===== config.mk =====
export PLATFORM = sky130hd
export DESIGN_NAME = rom_loader
export DESIGN_NICKNAME = d
export VERILOG_FILES = /design/src/rtl/scv_pkg.sv /design/src/rtl/rom_loader.sv
export SDC_FILE = /design/constraint.sdc
export NUM_CORES = 1
export LEC_CHECK = 0
export ABC_AREA = 1
export CORE_MARGIN = 2
export CORE_UTILIZATION = 31
export DETAILED_ROUTE_END_ITERATION = 7
export DONT_BUFFER_PORTS = 1
export HOLD_SLACK_MARGIN = 0.05
export SLEW_MARGIN = 20
export SYNTH_ARGS = -nofsm -noshare
export SYNTH_HDL_FRONTEND = slang
export SYNTH_SLANG_ARGS = --single-unit

===== constraint.sdc =====
create_clock -name CLK_SYS -period 4.15 [get_ports CLK_SYS]
set_clock_uncertainty 0.2 [all_clocks]
set_input_delay 0.415 -clock CLK_SYS [delete_from_list [all_inputs] [get_ports CLK_SYS]]
set_output_delay 0.415 -clock CLK_SYS [all_outputs]
set_load 0.005 [all_outputs]

===== src/rtl/scv_pkg.sv =====
// Shared types and size constants for the SCV ROM download path.
package scv_pkg;

    localparam int SCV_BOOT_BYTES = 4096;
    localparam int SCV_CHR_BYTES  = 1024;
    localparam int SCV_CART_MAX   = 131072;

    typedef enum logic [1:0] {
        REG_NONE,
        REG_BOOT,
        REG_CHR,
        REG_CART
    } rominit_region_t;

    typedef enum logic [2:0] {
        ST_IDLE,
        ST_LOAD,
        ST_DRAIN,
        ST_TAIL,
        ST_BLOCK
    } loader_state_t;

    // Source of the current session, latched from the ioctl index.
    typedef enum logic [1:0] {
        SRC_BOOT,
        SRC_CART,
        SRC_IGNORE
    } ioctl_src_t;

endpackage


===== src/rtl/rom_loader.sv =====
// ioctl download front end: decodes the file index into boot/chr/cart regions,
// paces the HPS via IOCTL_WAIT and issues one-cycle ROMINIT write strobes.
module rom_loader
    import scv_pkg::*;
#(
    parameter int BOOT_BYTES  = SCV_BOOT_BYTES,
    parameter int CHR_BYTES   = SCV_CHR_BYTES,
    parameter int CART_MAX    = SCV_CART_MAX,
    parameter int WR_GAP      = 2,
    parameter int TAIL_CYCLES = 16
) (
    input  logic          CLK_SYS,
    input  logic          RESET,
    input  logic          IOCTL_DOWNLOAD,
    input  logic [7:0]    IOCTL_INDEX,
    input  logic          IOCTL_WR,
    input  logic [24:0]   IOCTL_ADDR,
    input  logic [7:0]    IOCTL_DOUT,
    output logic          IOCTL_WAIT,
    output logic          ROMINIT_ACTIVE,
    output logic          ROMINIT_SEL_BOOT,
    output logic          ROMINIT_SEL_CHR,
    output logic          ROMINIT_SEL_CART,
    output logic [16:0]   ROMINIT_ADDR,
    output logic [7:0]    ROMINIT_DATA,
    output logic          ROMINIT_VALID,
    output logic [17:0]   CART_SIZE,
    output logic          CART_LOADED,
    output logic          OVERRUN,
    output loader_state_t DBG_STATE
);

    localparam int GAP_W  = $clog2(WR_GAP + 1);
    localparam int TAIL_W = $clog2(TAIL_CYCLES + 1);

    loader_state_t   r_state;
    loader_state_t   w_state_next;
    logic            r_fresh;
    ioctl_src_t      r_src;
    ioctl_src_t      w_src_new;
    logic [GAP_W-1:0]  r_gap;
    logic [GAP_W-1:0]  w_gap_next;
    logic [TAIL_W-1:0] r_tail;
    logic            r_skid_full;
    logic            w_skid_next;
    logic [24:0]     r_skid_addr;
    logic [7:0]      r_skid_data;
    logic            r_valid;
    rominit_region_t r_sel;
    logic [16:0]     r_addr;
    logic [7:0]      r_data;
    logic [17:0]     r_cart_size;
    logic            r_cart_loaded;
    logic            r_overrun;

    logic            w_accept;
    logic            w_skid_go;
    logic            w_direct;
    logic            w_issue;
    logic            w_capture;
    logic            w_drop;
    logic            w_pending_next;
    logic            w_start;
    logic            w_finish_load;
    logic [24:0]     w_iss_addr;
    logic [7:0]      w_iss_data;
    rominit_region_t w_region;
    logic [16:0]     w_rel;
    logic            w_oor;
    logic [17:0]     w_cart_end;
    logic            w_unused_idx;

    assign w_unused_idx = &{1'b0, IOCTL_INDEX[7:6]};

    always_comb begin
        w_src_new = SRC_IGNORE;
        case (IOCTL_INDEX[5:0])
            6'd0:    w_src_new = SRC_BOOT;
            6'd1:    w_src_new = SRC_CART;
            default: w_src_new = SRC_IGNORE;
        endcase
    end

    // The skid entry has priority over a fresh strobe; a fresh strobe that cannot
    // be issued directly replaces the skid entry only when that entry leaves.
    assign w_accept   = (r_state == ST_LOAD) && IOCTL_WR;
    assign w_skid_go  = r_skid_full && (r_gap == '0);
    assign w_direct   = w_accept && (r_gap == '0) && !r_skid_full;
    assign w_issue    = w_skid_go || w_direct;
    assign w_capture  = w_accept && !w_direct && (!r_skid_full || w_skid_go);
    assign w_drop     = w_accept && r_skid_full && !w_skid_go;
    assign w_iss_addr = w_skid_go ? r_skid_addr : IOCTL_ADDR;
    assign w_iss_data = w_skid_go ? r_skid_data : IOCTL_DOUT;

    always_comb begin
        w_skid_next = r_skid_full;
        if (w_capture)
            w_skid_next = 1'b1;
        else if (w_skid_go)
            w_skid_next = 1'b0;
        w_gap_next = '0;
        if (w_issue)
            w_gap_next = GAP_W'(WR_GAP);
        else if (r_gap != '0)
            w_gap_next = r_gap - GAP_W'(1);
    end

    assign w_pending_next = (w_gap_next != '0) || w_skid_next;

    always_comb begin
        w_region = REG_NONE;
        w_rel    = '0;
        case (r_src)
            SRC_BOOT: begin
                if (w_iss_addr < 25'(BOOT_BYTES)) begin
                    w_region = REG_BOOT;
                    w_rel    = w_iss_addr[16:0];
                end else if (w_iss_addr < 25'(BOOT_BYTES + CHR_BYTES)) begin
                    w_region = REG_CHR;
                    w_rel    = 17'(w_iss_addr - 25'(BOOT_BYTES));
                end
            end
            SRC_CART: begin
                if (w_iss_addr < 25'(CART_MAX)) begin
                    w_region = REG_CART;
                    w_rel    = w_iss_addr[16:0];
                end
            end
            default: begin
                w_region = REG_NONE;
                w_rel    = '0;
            end
        endcase
    end

    assign w_oor      = (r_src != SRC_IGNORE) && (w_region == REG_NONE);
    assign w_cart_end = {1'b0, w_rel} + 18'd1;

    always_comb begin
        w_state_next  = r_state;
        w_start       = 1'b0;
        w_finish_load = 1'b0;
        case (r_state)
            ST_IDLE: begin
                if (IOCTL_DOWNLOAD) begin
                    if (r_fresh) begin
                        w_state_next = ST_BLOCK;
                    end else begin
                        w_state_next = ST_LOAD;
                        w_start      = 1'b1;
                    end
                end
            end
            ST_LOAD: begin
                if (!IOCTL_DOWNLOAD) begin
                    w_finish_load = 1'b1;
                    w_state_next  = w_pending_next ? ST_DRAIN : ST_TAIL;
                end
            end
            ST_DRAIN: begin
                if (!w_pending_next)
                    w_state_next = ST_TAIL;
            end
            ST_TAIL: begin
                if (IOCTL_DOWNLOAD) begin
                    w_state_next = ST_LOAD;
                    w_start      = 1'b1;
                end else if (r_tail == '0) begin
                    w_state_next = ST_IDLE;
                end
            end
            ST_BLOCK: begin
                if (!IOCTL_DOWNLOAD)
                    w_state_next = ST_IDLE;
            end
            default: w_state_next = ST_IDLE;
        endcase
    end

    always_ff @(posedge CLK_SYS or posedge RESET) begin
        if (RESET) begin
            r_state       <= ST_IDLE;
            r_fresh       <= 1'b1;
            r_src         <= SRC_IGNORE;
            r_gap         <= '0;
            r_tail        <= '0;
            r_skid_full   <= 1'b0;
            r_skid_addr   <= '0;
            r_skid_data   <= '0;
            r_valid       <= 1'b0;
            r_sel         <= REG_NONE;
            r_addr        <= '0;
            r_data        <= '0;
            r_cart_size   <= '0;
            r_cart_loaded <= 1'b0;
            r_overrun     <= 1'b0;
        end else begin
            r_state     <= w_state_next;
            r_fresh     <= 1'b0;
            r_gap       <= w_gap_next;
            r_skid_full <= w_skid_next;
            if (w_capture) begin
                r_skid_addr <= IOCTL_ADDR;
                r_skid_data <= IOCTL_DOUT;
            end
            if (w_start)
                r_src <= w_src_new;

            // Tail length counts from the first cycle with nothing left pending.
            if (w_state_next == ST_TAIL && r_state != ST_TAIL)
                r_tail <= TAIL_W'(TAIL_CYCLES - 1);
            else if (r_state == ST_TAIL && r_tail != '0)
                r_tail <= r_tail - TAIL_W'(1);

            r_valid <= w_issue && (w_region != REG_NONE);
            r_sel   <= w_issue ? w_region : REG_NONE;
            if (w_issue && w_region != REG_NONE) begin
                r_addr <= w_rel;
                r_data <= w_iss_data;
            end

            if (w_start && w_src_new == SRC_CART)
                r_cart_size <= '0;
            else if (w_issue && w_region == REG_CART && w_cart_end > r_cart_size)
                r_cart_size <= w_cart_end;

            if (w_start && w_src_new == SRC_CART)
                r_cart_loaded <= 1'b0;
            else if (w_finish_load && r_src == SRC_CART)
                r_cart_loaded <= 1'b1;

            if (w_start)
                r_overrun <= 1'b0;
            else if (w_drop || (w_issue && w_oor))
                r_overrun <= 1'b1;
        end
    end

    assign IOCTL_WAIT       = (r_gap != '0) || r_skid_full;
    assign ROMINIT_ACTIVE   = (r_state == ST_LOAD) || (r_state == ST_DRAIN) ||
                              (r_state == ST_TAIL);
    assign ROMINIT_VALID    = r_valid;
    assign ROMINIT_SEL_BOOT = (r_sel == REG_BOOT);
    assign ROMINIT_SEL_CHR  = (r_sel == REG_CHR);
    assign ROMINIT_SEL_CART = (r_sel == REG_CART);
    assign ROMINIT_ADDR     = r_addr;
    assign ROMINIT_DATA     = r_data;
    assign CART_SIZE        = r_cart_size;
    assign CART_LOADED      = r_cart_loaded;
    assign OVERRUN          = r_overrun;
    // A fresh reset with the download still high behaves as BLOCK from the start.
    assign DBG_STATE = (r_state == ST_IDLE && r_fresh && IOCTL_DOWNLOAD) ? ST_BLOCK : r_state;

endmodule

==> results.md, run 1 <==
- The flow ran to the end, and the final reports show no timing, DRC or antenna violations.
- The share of synthesized flip-flops with an asynchronous set or reset is 100%.
- The region available for standard cell placement spans 17400 µm².
- Cells with a size suffix above 1 make up 22.5% of the layout.
- The fraction of synthesized cell area taken by the top area cell type is 42.1%.
- Global routing finished with a remaining overflow of 0.
- Headroom to the max-slew limit came out at a little under two fifths.
- The final-report max-slew violation count is 0.
- The tightest min-delay check is of the in -> reg type.
- In the routed design, unresolved DRC markers number 0.
- The area growth from synthesis to layout is 27.8%.
- The filler cells instantiated in the layout total 1755.
- The largest net degree at the start of global routing is 62.
- For this design, the slowest cell found on the critical path is dfrtp_1.
- The synthesized netlist net count is about 760.
- Power spread over the standard cell area amounts to ~430 nW/µm².
- Hold is met by roughly 0.064 ns.
- Adding up every negative setup slack in the final design gives 0 ns.
- In this run the core area contains 48 standard-cell rows.
- The total non-filler cell area in the finished layout is ~7100 µm².
- The global placement routability congestion is 0.834.
- The sequential element share of the synthesized area is a little over two fifths.
- For this run, global-route usage on met1 was measured as between 10% and 20%.
- The cell repeated most along the worst path is nor2_4.
- The critical register-to-register path endpoint is CART_SIZE[12]$_DFFE_PP0P_.
- The number of violations reported at the end of detailed-routing iteration 0 is approximately 220.
- The worst IR drop on VDD is about 0.30 mV.
- In this run, synthesis produced a sequential element count of 95.
- The vertical die dimension is about 140 µm.
- The number of I/O port buffers is 0.
- The number of antenna violations at the first check in global routing is 0.
- Dividing the detail-routed wire length by the instance count gives approximately 14 µm.
- The number of buffers created by CTS is 9.
- For the worst-skew pair, the clock arrives at the later sink with an insertion delay of 0.36 ns.
- The area of the mapped netlist is about 5500 µm².
- The number of hold violations in the final report is 0.
- The number of enable flip-flop cells after synthesis is 0.
- The number of global-route vias before repair is roughly 4600.
- The worst hold path terminates at r_skid_addr[2]$_DFFE_PP0P_.
- In this run the most used layer during global routing was met2.
- The estimated wirelength of the detail-placed design is ~10000 µm.
- The data required time of the critical path is between 4 and 5 ns.
- The clock tree from TritonCTS is done.
- The aggregate routed wire length is 14400 µm.
- The via count of the routed design is 4649.
- In this run the clock root is driven by a clkbuf_16.
- The longest individual stage delay on the worst path is between 0.4 and 0.5 ns.
- The library cell occupying the most area in the post-synthesis netlist is dfrtp_1.
- The floorplan step defined a die boundary enclosing between 15000 and 20000 µm².
- Based on the critical path, the design can be clocked at up to 242 MHz.
- The period utilization is between 90 and 100%.
- The most used flip-flop cell after synthesis is dfrtp_1.
- From left edge to right edge, the die measures ~140 µm.
- Setup violations remaining at the end of the flow were counted as 0.
- The startpoint identified for the worst register-to-register timing path is r_gap[1]$_DFF_PP0_.
- The Yosys step of the flow raised 0 warnings.
- The count of TritonRoute iterations in the first routing pass is 4.
- The mean instance size in the synthesized netlist is about 8 µm².
- The cell count after synthesis came out at between 600 and 700.
- The repair_antennas step left the layout with diodes totalling 0.
- The worst setup path is captured at a flop.
- The gate family responsible for the most delay along the worst path is simple AND/OR/NAND/NOR gates.
- Across the whole layout, storage elements account for ~2400 µm².
- The starting density of the core is about a third.
- Setup repair after global routing could not meet its margin everywhere.
- The share of the core filled with cells in the final layout is about two fifths.
- The clock net in this run drives a total of between 90 and 100 sinks.
- Sorting the synthesized cells by area gives the leading types as dfrtp_1 (42%), nand2_1 (11%), inv_1 (6.9%).
- The total cell area at the placement stage is 6030 µm².
- The number of primary I/O pins is 99.
- The met2 capacity usage during global routing is 26.6%.
- Along the worst hold path, the cell count comes to 2.
- The number of unique standard cell types used by synthesis is 50.
- Across every metal layer, demand over resource in global routing totals around 16%.
- The type of the worst setup path is reg -> reg.
- After layout, the minimum clock period comes to between 4 and 5 ns.
- After detailed routing, the number of vias per cell comes to about 4.6.
- In this run the remaining antenna-violating nets after routing total 0.
- The clock input transition at the sequential cells of the worst setup and hold paths is approximately 0.070 ns.
- STA puts the critical path data arrival time at between 4 and 5 ns.
- The first global-routing pass estimated 23400 µm of wire.
- Ranked by instance count, the synthesized netlist is headed by nand2_1 (163), inv_1 (101), dfrtp_1 (93), nor2_1 (57), o21ai_0 (44).
- The area of the multi-input gates is approximately 2800 µm².
- The H-tree was split into 3 levels.
- In this run the deepest clock path goes through 2 buffers.
- The setup slack of the most critical reg-to-reg path is just over 0.01 ns.
- The startpoint identified for the worst hold timing path is IOCTL_ADDR[2].
- The transition time at the pin with the least slew margin is between 0.9 and 1 ns.
- For this run, the post-layout net count is 847.
- The worst setup path is launched from a flop.
- The static leakage is 3.44 nW.
- In the post-synthesis netlist, the cell with the most instances is nand2_1.
- Counting both buffers and inverters, the worst setup path holds a total of 5.
- Along the worst path, the maximum fanout reaches 10.
- The tool flagged a number of max-cap violations equal to 0.
- For this run, global-route usage on met3 was measured as between 5 and 6%.
- The depth of the worst register-to-register path is 26.
## metal layers
layer | up-vias | wire, µm
met4 | 0 | 151
met2 | 94 | 6890
met5 | - | 0
li1 | 2407 | -
met3 | 8 | 970
met1 | 2140 | 6360
## sequential cells by signal, indices dropped and copies added, names as in the netlist
name           count
CART_LOADED        1
CART_SIZE         18
OVERRUN            1
ROMINIT_ADDR      17
ROMINIT_DATA       8
ROMINIT_VALID      1
r_fresh            1
r_gap              2
r_sel              2
r_skid_addr       25
r_skid_data        8
r_skid_full        1
r_src              2
r_state            3
r_tail             5
## cell usage in the layout, fill, tap and decap left out, types with 4 or more instances in the layout
cell           Yosys  final
nand3_2            4      5
buf_6              1      4
o21ai_1           22     23
o21ai_0           44     41
a21oi_1           18     17
mux2_2            12     12
nor3_1            10      8
buf_4              1     56
nor2_2             5      5
dlygate4sd3_1      0     36
inv_1            101     97
ha_4               0      4
nand2_4            4      5
dfrtp_1           93     93
clkbuf_16          0      9
nor2_1            57     54
a31oi_1           10     10
inv_2              6      6
xor2_1             6      4
nand3_1           24     23
nand2_1          163    152
nor2_4             5      8
nand4_1           11     11
o21ai_2            3      5
nand2_2           12     21
o211ai_1           4      4
o22ai_1            6      4
ha_1              21     17
## logic make-up after synthesis
logic type	Yosys count	share of synthesized area, %
flops	95	43.1
other cells	1	0.0679
mux	12	2.45
compound gates	115	11.9
fa+ha+maj	21	4.75
simple gates	310	26.8
buf+inv	127	9.49
xor+xnor	9	1.43
## power breakdown
group          internal (mW)  switching [mW]  leakage (nW)
logic                  0.396           0.545          2.16
registers               1.15           0.142          1.15
clock network          0.415           0.391         0.128
total                   1.96            1.08          3.44
## final cells by class
cell class	count	area share [%]
well taps	225	3.99
flip-flops and latches	95	33.7
clock buffers	10	3.24
multi-input cells	468	39.9
clock inverters	6	0.726
inverters	108	5.95
repair buffers	99	12.5
## how the worst max path moves through the flow
stage                        from                         to  cells past startpoint
6_report       r_gap[1]$_DFF_PP0_  CART_SIZE[12]$_DFFE_PP0P_                     26
5_1_grt        r_gap[1]$_DFF_PP0_   CART_SIZE[5]$_DFFE_PP0P_                     27
4_1_cts        r_gap[0]$_DFF_PP0_   CART_SIZE[4]$_DFFE_PP0P_                     27
3_5_place_dp   r_gap[1]$_DFF_PP0_  CART_SIZE[11]$_DFFE_PP0P_                     26
3_3_place_gp   r_gap[1]$_DFF_PP0_  CART_SIZE[17]$_DFFE_PP0P_                     26
2_1_floorplan  r_gap[1]$_DFF_PP0_  CART_SIZE[10]$_DFFE_PP0P_                     25
## per-stage QoR
step | total power, mW | cells | setup slack [ns]
5_1_grt | 3.27 | 1011 | -0.214
4_1_cts | 3.00 | 991 | 0.0210
3_3_place_gp | 2.14 | 939 | -0.00778
3_5_place_dp | 2.16 | 939 | -0.0359
6_report | 3.04 | 1011 | 0.0104
2_1_floorplan | 1.90 | 690 | 0.190
## what timing repair did
item	in CTS	in global routing
pin swaps	4	33
hold buffers	36	0
endpoints found under the setup margin	18	18
buffers inserted	0	19
hold endpoints to repair	101	0
gates cloned	0	1
gates resized for setup	7	49
## worst reg2reg max path, delay by kind of cell, from the launching register on
kind	cells	cell delay [ns]
xor gates and xnor gates	1	0.23
AOI/OAI and AO/OA	3	0.39
adders and majority gates	2	0.42
DFF	1	0.42
buffers and inverters	5	0.50
and+or+nand+nor	15	1.87
Note: power is estimated with default switching activity, not from simulation.
==> run 2: changes to the inputs <==
==> constraint.sdc (replaced) <==
create_clock -name CLK_SYS -period 4 [get_ports CLK_SYS]
set_clock_uncertainty 0.2 [all_clocks]
set_input_delay 0.4 -clock CLK_SYS [delete_from_list [all_inputs] [get_ports CLK_SYS]]
set_output_delay 0.4 -clock CLK_SYS [all_outputs]
set_load 0.005 [all_outputs]
==> run 2 against run 1 <==
Clock power grew 4.7%. Sequential power grew 4%. Register-to-register slack is essentially flat. Count of clock-buffer cells in the layout is the same. Cell area shrank 0.11%. Total power grew 3.4%. Maximum frequency grew 3.9%. Hold slack lost 0.0030 ns. Largest power group unchanged.
==> results.md, run 2 (same netlist as run 1, synthesis figures left out) <==
- The number of primary I/O pins is between 90 and 100.
- For this run, design rule violations remaining after detail routing come to 0.
- Dividing the detail-routed wire length by the instance count gives 13.6 µm.
- Cells with a size suffix above 1 make up approximately 22% of the layout.
- The final setup slack of the worst path is ~0.016 ns.
- For this run, the top clock speed supported by timing is 251 MHz.
- The worst IR drop on VDD is 0.337 mV.
- The largest net degree at the start of global routing is a little under 50.
- The area of the multi-input gates is approximately 2800 µm².
- The maximum buffer depth of the clock tree is 2.
- The first routing iteration left around 210 violations.
- The maximum fanout encountered on the critical timing path is 8.
- Counting the fill cells in the layout gives between 1500 and 2000.
- The number of max-cap violations is 0.
- 0 antenna diodes ended up in the layout.
- The smallest hold slack is 0.0611 ns.
- The number of buffers created by CTS is 9.
- For this design, the sink count on the clock tree is 95.
- Relative to the synthesized area, the layout overhead comes to 27.6%.
- In the final design database the tool counted 854 nets.
- The most flop-heavy register is r_skid_addr.
- The overall fraction of global-route tracks in use is between 15 and 20%.
- The global-route wire length before repair is 23100 µm.
- The worst setup path is launched from a flop.
- From bottom edge to top edge, the die measures between 100 and 150 µm.
- The number of standard-cell rows in the floorplan is between 40 and 50.
- The floorplan die area is about 19000 µm².
- Clock-pin slew was measured on the worst setup and hold paths at around 0.070 ns.
- The final-report max-slew violation count is 0.
- At the worst endpoint, the required time is slightly above 4 ns.
- The clock period could shrink to 3.98 ns.
- The number of hold violations in the final report is 0.
- The global placement routability congestion is roughly 0.86.
- The width of the die is between 100 and 150 µm.
- Detailed routing inserted a total of ~4700 vias.
- The count of TritonRoute iterations in the first routing pass is 5.
- The starting density of the core is between 30% and 40%.
- Global routing finished with a remaining overflow of 0.
- The library cells used most frequently in the layout, excluding fill and tap cells, are nand2_1 (154), inv_1 (99), dfrtp_1 (93), buf_4 (64), nor2_1 (54).
- The number of placed instances, taps included, is 958.
- The worst endpoint data arrival time is approximately 4.1 ns.
- The largest single stage delay on the critical path is around 0.42 ns.
- For this block, the routed nets add up to between 10000 and 15000 µm of wire.
- The number of endpoints failing setup at the final stage is 0.
- The worst setup path is captured at a flop.
- The kind of path behind the tightest hold check is in -> reg.
- TritonCTS built the clock tree.
- The clock reaches the later pin of the worst-skew pair after ~0.36 ns.
- Setup repair after global routing could not meet its margin everywhere.
- The run finished with clean final reports.
- The HPWL after detailed placement is 10500 µm.
- After the flow finishes, the layout carries non-filler instances totaling 1018.
- The commonest non-fill, non-tap cell in the layout is nand2_1.
- The period utilization is roughly 100%.
- Once detail routing completed, the nets flagged for antenna violations numbered 0.
- The H-tree was split into 3 levels.
- The type of the worst setup path is reg -> reg.
- The number of I/O port buffers is 0.
- The register with the most flip-flops in the layout has 25 of them.
- The number of global-route vias before repair was around 4800.
- The total area inside the core boundary comes to 17400 µm².
- The root buffer cell is clkbuf_16.
- The static leakage is between 3 and 4 nW.
- In the routed layout, each cell is associated on average with a via count of approximately 4.6.
- The flip-flop and latch area is ~2400 µm².
- Prior to clock tree synthesis, the placed netlist has a worst setup slack of -0.123 ns.
- The transition time at the pin with the least slew margin is ~0.95 ns.
- The cell type of the slowest stage on the worst timing path is dfrtp_1.
- The number of antenna violations at the first check in global routing is 0.
- The relative slew slack is between 30% and 40%.
- The power per cell area is approximately 450 nW/µm².
-- run 2: changes by cell type in the layout (fill, tap and decap cells not counted), moves of 2 or more --
cell,before,now
o22ai_1,4,6
buf_4,56,64
o22ai_2,2,0
nand2_4,5,3
ha_1,17,19
nand2_1,152,154
ha_4,4,2
inv_8,2,0
inv_6,2,4
inv_1,97,99
-- run 2: layout make-up --
type / instances / area share [%]
repair buffers: 106 / 13.1
clock inverters: 6 / 0.709
well taps: 225 / 3.99
inverters: 108 / 5.89
multi-input cells: 468 / 39.2
flip-flops and latches: 95 / 33.7
clock buffers: 10 / 3.39
-- run 2: critical path: cells and delay by family (launching register included) --
family                   cells  cell delay [ns]
adder cells (fa/ha/maj)      2             0.36
AO/OA/AOI/OAI                3             0.44
flip-flops                   1             0.42
AND/OR/NAND/NOR             18             1.71
buffers and inverters        6             0.72
-- run 2: path summary, 6_finish.rpt --
path | startpoint | end | slack [ns] | cells past startpoint
min reg2reg | r_skid_addr[2]$_DFFE_PP0P_ | r_skid_addr[2]$_DFFE_PP0P_ | 0.29 | 2
max reg2reg | r_gap[1]$_DFF_PP0_ | CART_SIZE[6]$_DFFE_PP0P_ | 0.02 | 29
min | IOCTL_ADDR[9] | r_skid_addr[9]$_DFFE_PP0P_ | 0.06 | 2
min in group asynchronous | RESET | r_tail[2]$_DFFE_PP0P_ | 0.40 | 2
max | r_gap[1]$_DFF_PP0_ | CART_SIZE[6]$_DFFE_PP0P_ | 0.02 | 29
max in group asynchronous | RESET | r_src[1]$_DFFE_PP1P_ | 2.40 | 3
-- run 2: timing repair --
action,in CTS,in global routing
hold endpoints to repair,88,0
resized for setup,10,32
pin swaps,6,12
buffers inserted,1,7
hold buffers,36,0
endpoints found under the setup margin,18,18
-- run 2: per-layer routing --
metal  GRT usage [%]  vias up  part of all wire (%)
li1                -     2416                     -
met5               0        -                     0
met3            5.11       19                   7.0
met4            5.44        0                   2.0
met1            19.8     2138                    44
met2            25.5      112                    47
-- run 2: metrics by stage --
stage	setup TNS [ns]	utilization [%]	total power, mW	cell area [µm²]
floorplan	0	-	1.98	5530
global placement	-0.753	35.6	2.24	6170
detailed placement	-1.62	35.6	2.27	6170
CTS	-0.00261	39.6	3.16	6870
global route	-3.80	40.6	3.39	7050
finish	0	40.6	3.14	7050
-- run 2: report_power, final --
| group | leakage, nW | internal [mW] | switching (mW) |
|---|---|---|---|
| sequential | 1.15 | 1.19 | 0.149 |
| combinational | 2.19 | 0.401 | 0.557 |
| clock | 0.136 | 0.446 | 0.398 |
| total | 3.47 | 2.04 | 1.10 |
==> run 3: changes to the inputs <==
--- a/config.mk
+++ b/config.mk
@@ -10,6 +10,7 @@
 export CORE_UTILIZATION = 31
 export DETAILED_ROUTE_END_ITERATION = 7
 export DONT_BUFFER_PORTS = 1
+export GPL_TIMING_DRIVEN = 0
 export HOLD_SLACK_MARGIN = 0.05
 export SLEW_MARGIN = 20
 export SYNTH_ARGS = -nofsm -noshare
==> run 3 against run 2 <==
The flow now finishes with violations (negative setup slack). Largest power group unchanged. Routed wire length up 11%. Combinational power up 11%. Maximum frequency down 4.5%. Via count up 2.6%. Count of clock-buffer cells in the layout down 1. Sequential power about the same. Core utilization up 0.50 points. Hold slack worse by 0.0039 ns. Cell count down 0.49%. Critical path type unchanged. Sequential cell count unchanged. Critical path depth down 3. Largest cell class unchanged.
==> results.md, run 3 (same netlist as run 1, synthesis figures left out) <==
- The worst IR drop on VDD is 0.260 mV.
- CTS saw 95 sinks.
- The post-route netlist has 23.9% of its cells at a drive strength greater than 1.
- The final-report max-slew violation count is 0.
- Measured against its own limit, the worst slew margin works out to between 60% and 70%.
- The worst endpoint data arrival time is ~4.3 ns.
- TritonCTS built the clock tree.
- Together, buffers and inverters on the worst path number 6.
- The most flop-heavy register is r_skid_addr.
- The number of antenna violations at the first check in global routing is 0.
- The number of endpoints failing setup at the final stage is 18.
- The time the final worst path needs with I/O delays and setup is between 4 and 5 ns.
- After the last flow step, the layout net total stands at between 800 and 900.
- In the finished design, the share of the clock period the worst path needs comes to 104%.
- In this run the most used layer during global routing was met2.
- 0 antenna diodes ended up in the layout.
- STA classifies the critical path startpoint as a flop.
- Once routing completed, OpenROAD measured the worst setup slack at -0.173 ns.
- The maximum buffer depth of the clock tree is 2.
- The H-tree depth is 3.
- The number of I/O port buffers is 0.
- The global-route wire length before repair is 25200 µm.
- The register with the most flip-flops in the layout has 25 of them.
- Once detail routing completed, the nets flagged for antenna violations numbered 0.
- Including well taps, the total number of placed cells is 916.
- The number of max-cap violations is 0.
- The floorplan die area is approximately 19000 µm².
- The source of the critical timing path is r_gap[1]$_DFF_PP0_.
- Setup slack on the worst reg-to-reg path comes out at -0.17 ns.
- The transition time at the pin with the least slew margin is 0.582 ns.
- The met2 capacity usage during global routing is around 30%.
- The cell type of the slowest stage on the worst timing path is dfrtp_1.
- The run finished, with violations left.
- In the layout the commonest cells are nand2_1 (144), inv_1 (97), dfrtp_1 (93), nor2_1 (53), buf_4 (41).
- The detailed-route wire length per cell is roughly 15 µm.
- In this run the worst path has a maximum fanout of 8.
- The clock insertion delay at the later pin of the skew report is around 0.36 ns.
- The critical path depth in cells is 26.
- The most critical setup path has its endpoint at CART_SIZE[5]$_DFFE_PP0P_.
- Timing would allow up to 240 MHz.
- The number of hold violations in the final report is 0.
- The share of the core filled with cells in the final layout is between 40% and 50%.
- For this design the top-level I/O count stands at 99.
- The detail-routed via count per cell is 4.75.
- The number of design rule violations left after detail routing is 0.
- Buffers inserted during clock tree synthesis total 9.
- In this run the worst hold path is classified as in -> reg.
- The final reports fail on negative setup slack.
- The floorplan step set the die width to 138 µm.
- In this run the critical register-to-register path is captured at CART_SIZE[5]$_DFFE_PP0P_.
- After clock tree synthesis, the clock-pin slew on the worst setup and hold paths is ~0.07 ns.
- The starting density of the core is around a third.
- Entering global routing, the biggest net connects 66 pins.
- Global routing used ~6.6% of the available met3 tracks.
- The estimated wirelength of the detail-placed design is between 10000 and 15000 µm.
- The data required time of the critical path is about 4.1 ns.
- The count of TritonRoute iterations in the first routing pass is 4.
- In this design, the stage delay of the slowest critical-path cell is approximately 0.42 ns.
- Setup repair after global routing could not meet its margin everywhere.
- The vertical die dimension is 138 µm.
- After detailed routing, the total wire length is 15400 µm.
- The count of placed standard cells in the final layout, fillers left out is 1013.
- The first routing iteration left 200 violations.
- Summed over all layers, the global routing overflow is 0.
- The number of global-route vias before repair came to 4990.
- The commonest non-fill, non-tap cell in the layout is nand2_1.
- Routability-driven placement finished with a final weighted congestion of ~0.83.
- Dividing total power by cell area gives a power density of between 400 and 500 nW/µm².
- The met1 global-route usage is 20.4%.
- Broken down by cell family, the worst path's largest delay share belongs to simple AND/OR/NAND/NOR gates.
- The placeable core region is 17400 µm².
- For this block, the via count after detailed routing is around 4800.
- The type of the worst setup path is reg -> reg.
- The smallest hold slack is 0.0572 ns.
- The worst flop-to-flop path startpoint is r_gap[1]$_DFF_PP0_.
- The area growth from synthesis to layout is 29.2%.
- Counting cells, the worst reg-to-reg path comes to 26.
- The root buffer cell chosen for the clock tree is clkbuf_16.
- The number of standard-cell rows in the floorplan is between 40 and 50.
- The overall fraction of global-route tracks in use is between 10% and 20%.
- The worst setup path is captured at a flop.
- In this run the static leakage power is roughly 3.5 nW.
- Timing analysis after detailed placement gives a worst setup slack of -0.854 ns.
run 3: changes by cell type in the layout (fill, tap and decap cells not counted), sizes merged:
cell	change
buf	-10
clkbuf	+7
dlygate4sd3	-3
clkinv	+2
inv	-1
run 3: repair_timing:
action,in CTS,in global routing
hold buffers,33,0
gates cloned,0,0
pin swaps,31,37
setup buffers,39,9
endpoints found under the hold margin,97,0
endpoints found under the setup margin,18,18
resized for setup,69,15
run 3: per-stage QoR:
step	total power, mW	cell area [µm²]	setup TNS (ns)
final	3.21	7140	-2.54
after global routing	3.44	7140	-6.80
after CTS	3.22	7020	-0.00609
after detailed placement	2.19	5840	-14.45
after global placement	2.16	5810	-43.31
after floorplan	1.98	5530	0
run 3: how the worst min path moves through the flow:
stage	cells past startpoint	slack [ns]	endpoint	startpoint
floorplan	2	0.24	r_skid_addr[16]$_DFFE_PP0P_	r_skid_addr[16]$_DFFE_PP0P_
global placement	2	0.26	r_skid_addr[16]$_DFFE_PP0P_	r_skid_addr[16]$_DFFE_PP0P_
detailed placement	1	0.06	r_tail[1]$_DFFE_PP0P_	RESET
CTS	2	0.05	r_skid_addr[1]$_DFFE_PP0P_	IOCTL_ADDR[1]
global route	2	0.06	r_skid_addr[1]$_DFFE_PP0P_	IOCTL_ADDR[1]
finish	2	0.06	r_skid_addr[1]$_DFFE_PP0P_	IOCTL_ADDR[1]
run 3: per-layer routing:
| metal | wire, µm | up-vias |
|---|---|---|
| met1 | 6540 | 2268 |
| met3 | 1230 | 20 |
| met5 | 0 | - |
| met4 | 268 | 0 |
| met2 | 7360 | 109 |
| li1 | - | 2410 |
run 3: cell type report:
cell class,instances,area [µm²]
tap,225,282
fill,1716,10200
timing repair buffer,82,757
sequential,95,2380
clock inverter,7,47.5
clock buffer,9,225
inverter,108,433
multi-input combinational,468,2890
buffer,19,125
run 3: worst register-to-register path, cell delays in order (launching register included):
cell      delay (ns)
dfrtp_1         0.42
nor2_4          0.21
nand2_4         0.15
buf_12          0.18
buf_6           0.12
o21ai_4         0.19
nand2_4         0.08
nand3_4         0.11
nand2_8         0.08
buf_6           0.16
nand4_2         0.11
nor2_4          0.07
buf_4           0.15
nand2_1         0.06
o21bai_1        0.06
nand2_1         0.13
inv_1           0.06
ha_1            0.29
nand4_1         0.21
nor3_4          0.27
o211ai_1        0.13
nand3_1         0.15
nand2_2         0.09
nor2_4          0.17
buf_6           0.14
nand2_2         0.05
o21ai_1         0.07
run 3: where the power goes:
part | switching (mW) | total (mW) | internal [mW]
registers | 0.153 | 1.34 | 1.19
clock network | 0.392 | 0.814 | 0.423
logic | 0.614 | 1.06 | 0.443
total | 1.16 | 3.21 | 2.06
